<file path="src/rtl/sipo_pkg.sv">
// Shared constants and output-state encoding for the serial-to-parallel converter.
package sipo_pkg;

  localparam int SIPO_WIDTH = 8;
  localparam int SIPO_CNT_W = $clog2(SIPO_WIDTH);

  typedef enum logic {
    EMPTY = 1'b0,
    FULL  = 1'b1
  } state_t;

  // Counter width for any word size; a 1-bit floor keeps degenerate sizes legal.
  function automatic int cnt_width(input int width);
    return (width > 1) ? $clog2(width) : 1;
  endfunction

endpackage

</file>
<file path="src/rtl/sipo_shift8_bit_cnt.sv">
// Modulo-MOD bit counter with enable and async active-low clear; tc flags the wrap edge.
module bit_cnt #(
  parameter int MOD   = sipo_pkg::SIPO_WIDTH,
  parameter int CNT_W = sipo_pkg::SIPO_CNT_W
) (
  input  logic             clk,
  input  logic             rst_n,
  input  logic             en,
  output logic [CNT_W-1:0] cnt,
  output logic             tc
);

  localparam logic [CNT_W-1:0] LAST = CNT_W'(MOD - 1);

  // tc is high on the enabled edge that captures the final bit of a word.
  assign tc = en && (cnt == LAST);

  always_ff @(posedge clk or negedge rst_n) begin
    if (!rst_n) begin
      cnt <= '0;
    end else if (en) begin
      if (cnt == LAST) cnt <= '0;
      else             cnt <= cnt + CNT_W'(1);
    end
  end

endmodule

</file>
<file path="src/rtl/sipo_shift8.sv">
// Serial-in parallel-out converter with a one-word output holding register and sticky overrun.
module sipo_shift8
  import sipo_pkg::*;
#(
  parameter int WIDTH = SIPO_WIDTH
) (
  input  logic             CLK,
  input  logic             RST_L,
  input  logic             SIN,
  input  logic             SEN,
  input  logic             ACK,
  output logic [WIDTH-1:0] PDATA,
  output logic             VALID,
  output logic             OVR,
  output logic             BUSY
);

  localparam int CNT_W = cnt_width(WIDTH);

  logic [WIDTH-1:0] shreg;
  logic [WIDTH-1:0] word_next;
  logic [CNT_W-1:0] cnt;
  logic             done;
  state_t           state;

  bit_cnt #(
    .MOD   (WIDTH),
    .CNT_W (CNT_W)
  ) u_bit_cnt (
    .clk   (CLK),
    .rst_n (RST_L),
    .en    (SEN),
    .cnt   (cnt),
    .tc    (done)
  );

  // The completing bit is folded in directly so the word is presented with no extra cycle.
  assign word_next = {shreg[WIDTH-2:0], SIN};
  assign BUSY      = (cnt != '0);
  assign VALID     = (state == FULL);

  always_ff @(posedge CLK or negedge RST_L) begin
    if (!RST_L) begin
      shreg <= '0;
      PDATA <= '0;
      OVR   <= 1'b0;
      state <= EMPTY;
    end else begin
      if (SEN) shreg <= word_next;
      case (state)
        EMPTY: begin
          if (done) begin
            PDATA <= word_next;
            state <= FULL;
          end
        end
        FULL: begin
          // A word landing on an unacknowledged one is dropped; the consumer sees OVR.
          if (done && ACK)  PDATA <= word_next;
          else if (done)    OVR   <= 1'b1;
          else if (ACK)     state <= EMPTY;
        end
        default: state <= EMPTY;
      endcase
    end
  end

endmodule

</file>
<file path="config.mk">
export PLATFORM = sky130hd
export DESIGN_NAME = sipo_shift8
export DESIGN_NICKNAME = d
export VERILOG_FILES = /design/src/rtl/sipo_pkg.sv /design/src/rtl/sipo_shift8_bit_cnt.sv /design/src/rtl/sipo_shift8.sv
export SDC_FILE = /design/constraint.sdc
export NUM_CORES = 1
export LEC_CHECK = 0
export ABC_AREA = 1
export CAP_MARGIN = 20
export CORE_ASPECT_RATIO = 1.2
export CORE_MARGIN = 4
export CORE_UTILIZATION = 48
export DETAILED_ROUTE_END_ITERATION = 6
export GPL_TIMING_DRIVEN = 0
export PLACE_DENSITY = 0.86
export SYNTH_ARGS = -nofsm -noshare
export SYNTH_HDL_FRONTEND = slang
export SYNTH_SLANG_ARGS = --single-unit
</file>
<file path="constraint.sdc">
create_clock -name CLK -period 1.45 [get_ports CLK]
set_input_delay 0.145 -clock CLK [delete_from_list [all_inputs] [get_ports CLK]]
set_output_delay 0.145 -clock CLK [all_outputs]
set_load 0.01 [all_outputs]
</file>
==> impl_metrics.env <==
export IMPL_status="finished, final reports clean"
export IMPL_reg2reg_to="PDATA[7]"
export IMPL_combPwrFrac=0.356
export IMPL_fin_nets=116
export IMPL_tritoncts="built"
export IMPL_clkSinkCount=20
export IMPL_synthesis_area_um2=814.5
export IMPL_ys_warn_count=0
export IMPL_tightest_slew_ns=0.8716
export IMPL_seqPwrFrac=0.461
export IMPL_switching_share=0.3102
export IMPL_period_minus_slack_ns=1.383
export IMPL_endpoint="PDATA[5]"
export IMPL_power_density_nw_per_um2=1681
export IMPL_synth_compound_area_frac=0.07066
export IMPL_core_um2=1622
export IMPL_cts_clk_slew_worst_paths_ns=0.11
export IMPL_p_int_uw=1221
export IMPL_drv_slew=0
export IMPL_cpMaxStageDelayCell="clkdlybuf4s50_1"
export IMPL_routed_via_count=618
export IMPL_htree_levels=1
export IMPL_cp_num_buf_inv=1
export IMPL_r2r_slack_ns=0.13
export IMPL_clock_latency_ns=0.30
export IMPL_postRouteWirelength_um=1421
export IMPL_synthAdderAreaFrac=0.04608
export IMPL_ys_seq_elements=20
export IMPL_p_leak_uw=0.0005364
export IMPL_portBuffers=15
export IMPL_grt_overflow_total=0
export IMPL_critPathCaptureType="primary output"
export IMPL_synthDistinctLibCells=13
export IMPL_layout_commonest_cell="nand2_1"
export IMPL_path_depth=1
export IMPL_syn_num_nets=94
export IMPL_n_antenna_cell=0
export IMPL_grt_max_degree=21
export IMPL_cp_top_family="buffers and inverters"
export IMPL_crit_type="flop to primary output"
export IMPL_power_frac_clock=0.183
export IMPL_crit_arrival_ns=1.24
export IMPL_ant_nets=0
export IMPL_finalCritPeriodShare=0.9536
export IMPL_synthSimpleGateAreaFrac=0.2028
export IMPL_clock_skew_ns=0.003721
export IMPL_die_area_um2=2423
export IMPL_grt_setup_unrepaired="no"
export IMPL_grt_first_pass_wirelength_um=2697
export IMPL_crit_start="PDATA[5]"
export IMPL_grt_util_all_layers=0.1565
export IMPL_gp_congestion=0.7153
export IMPL_start_util=0.5023
export IMPL_path_max_fanout=2
export IMPL_regToRegStartpoint="u_bit_cnt.cnt[0]"
export IMPL_drt_iter0_drc=7
export IMPL_cts_root_buf="clkbuf_4"
export IMPL_setup_tns_ns=0
export IMPL_power_uw=1769
export IMPL_startpoint_type="flop"
export IMPL_crit_required_ns=1.31
export IMPL_worstHoldPathType="input pin to async pin"
export IMPL_syn_area_per_cell_um2=9.471
export IMPL_drc_errors=0
export IMPL_num_rows=16
export IMPL_holdBufCountCts=0
export IMPL_irDropWorstVdd_v=0.0007857
export IMPL_p_switching_uw=548.8
export IMPL_synth_xor_xnor_area_share=0
export IMPL_first_pass_iters=4
export IMPL_ios=16
export IMPL_maxCapViolCount=0
export IMPL_syn_inst=86
export IMPL_ys_seq_area_frac=0.6144
export IMPL_fmaxAchievable_mhz=723.2
export IMPL_r2r_cells=8
export IMPL_final_layout_size_suffix_gt1_frac=0.1121
export IMPL_first_global_vias=631
export IMPL_cts_buffer_depth=2
export IMPL_final_cell_mix="nand2_1 (26), dfrtp_1 (20), clkdlybuf4s50_1 (14), inv_1 (8), nand3_1 (8)"
export IMPL_cts_made_buffers=3
export IMPL_cpPeakStageDelay_ns=0.57
export IMPL_path_cells="clkdlybuf4s50_1"
export IMPL_viasPerCell=4.944
export IMPL_synth_top_family_by_area="simple AND/OR/NAND/NOR gates"
export IMPL_wl_per_cell_um=11.37
export IMPL_final_hold_violation_count=0
export IMPL_die_width_um=45.61
export IMPL_synth_mux_area_frac=0
export IMPL_setup_viol=0
export IMPL_dp_hpwl_um=1068
export IMPL_antenna_found_initial=0
export IMPL_slew_headroom=0.4171
export IMPL_synthToLayoutAreaGrowth_pct=29.19
export IMPL_die_h_um=53.13
-- per-stage QoR --
step           instances  setup WS [ns]    util  hold slack, ns  instance area (µm²)
5_1_grt              125        0.01084  0.6489          0.3932                 1052
2_1_floorplan         86         0.2743       -         -0.1506                814.5
3_3_place_gp         119         0.1166  0.6088          0.4531                987.2
6_report             125        0.06725  0.6489          0.3262                 1052
3_5_place_dp         119         0.1012  0.6088          0.4619                987.2
4_1_cts              124        0.03711  0.6350          0.3514                 1030
-- cells in the mapped netlist --
cell | instances | area share
nand2_1 | 26 | 0.12
buf_2 | 2 | 0.012
a21oi_1 | 3 | 0.018
buf_4 | 1 | 0.0092
inv_1 | 8 | 0.037
dfrtp_1 | 20 | 0.61
inv_4 | 1 | 0.0077
o21bai_1 | 1 | 0.0092
o21ai_1 | 7 | 0.043
nand2_2 | 2 | 0.015
ha_1 | 3 | 0.046
nand3_1 | 8 | 0.049
nor2_1 | 4 | 0.018
-- layer usage --
| layer | GRT usage | part of all wire | vias up | wire length (µm) |
|---|---|---|---|---|
| li1 | - | - | 312 | - |
| met1 | 0.1714 | 0.42 | 287 | 599 |
| met2 | 0.2651 | 0.51 | 12 | 718 |
| met3 | 0.03061 | 0.036 | 7 | 51 |
| met4 | 0.1024 | 0.037 | 0 | 52 |
| met5 | 0 | 0 | - | 0 |
-- layout make-up --
| cell class | instances | area [µm²] |
|---|---|---|
| plain buffers | 3 | 17.52 |
| clock buffers | 4 | 36.28 |
| fillers | 131 | 569.3 |
| inverters | 9 | 36.28 |
| multi-input cells | 54 | 274.0 |
| flip-flops and latches | 20 | 500.5 |
| well taps | 18 | 22.52 |
| repair buffers | 17 | 165.2 |
-- state kept, by name, indices dropped and copies added, names as in the netlist --
register and flops:
shreg 7, PDATA 8, u_bit_cnt.cnt 3, VALID 1
OVR 1
-- worst register-to-register path, stage by stage (launching register included) --
cell     delay (ns)
dfrtp_1        0.39
buf_4          0.13
ha_1           0.18
ha_1           0.20
nand2_2        0.10
inv_4          0.08
nand2_8        0.08
nand2_1        0.05
nand2_1        0.05
-- how the worst min path moves through the flow --
stage | start | end | slack (ns)
2_1_floorplan | RST_L | OVR | -0.15
3_3_place_gp | PDATA[2] | PDATA[2] | 0.45
3_5_place_dp | PDATA[0] | PDATA[0] | 0.46
4_1_cts | RST_L | OVR | 0.35
5_1_grt | RST_L | VALID | 0.39
6_report | RST_L | u_bit_cnt.cnt[2] | 0.33
-- power by group through the flow --
stage / registers [µW] / logic [µW] / clock network, µW
after CTS: 822 / 612 / 331
after detailed placement: 836 / 605 / 0
after global placement: 820 / 587 / 0
after global routing: 844 / 712 / 356
after floorplan: 873 / 232 / 0
final: 816 / 629 / 324
-- repair_timing --
| item | CTS | global route |
|---|---|---|
| pin swaps | 0 | 0 |
| resized for setup | 1 | 3 |
| buffers inserted | 1 | 1 |
| endpoints found under the setup margin | 1 | 9 |
-- kinds of logic after synthesis --
group,Yosys count
flip-flops,20
adder cells (fa/ha/maj),3
AND/OR/NAND/NOR,40
AO/OA/AOI/OAI,11
buffers and inverters,12
Power figures use the tool's default switching activity.
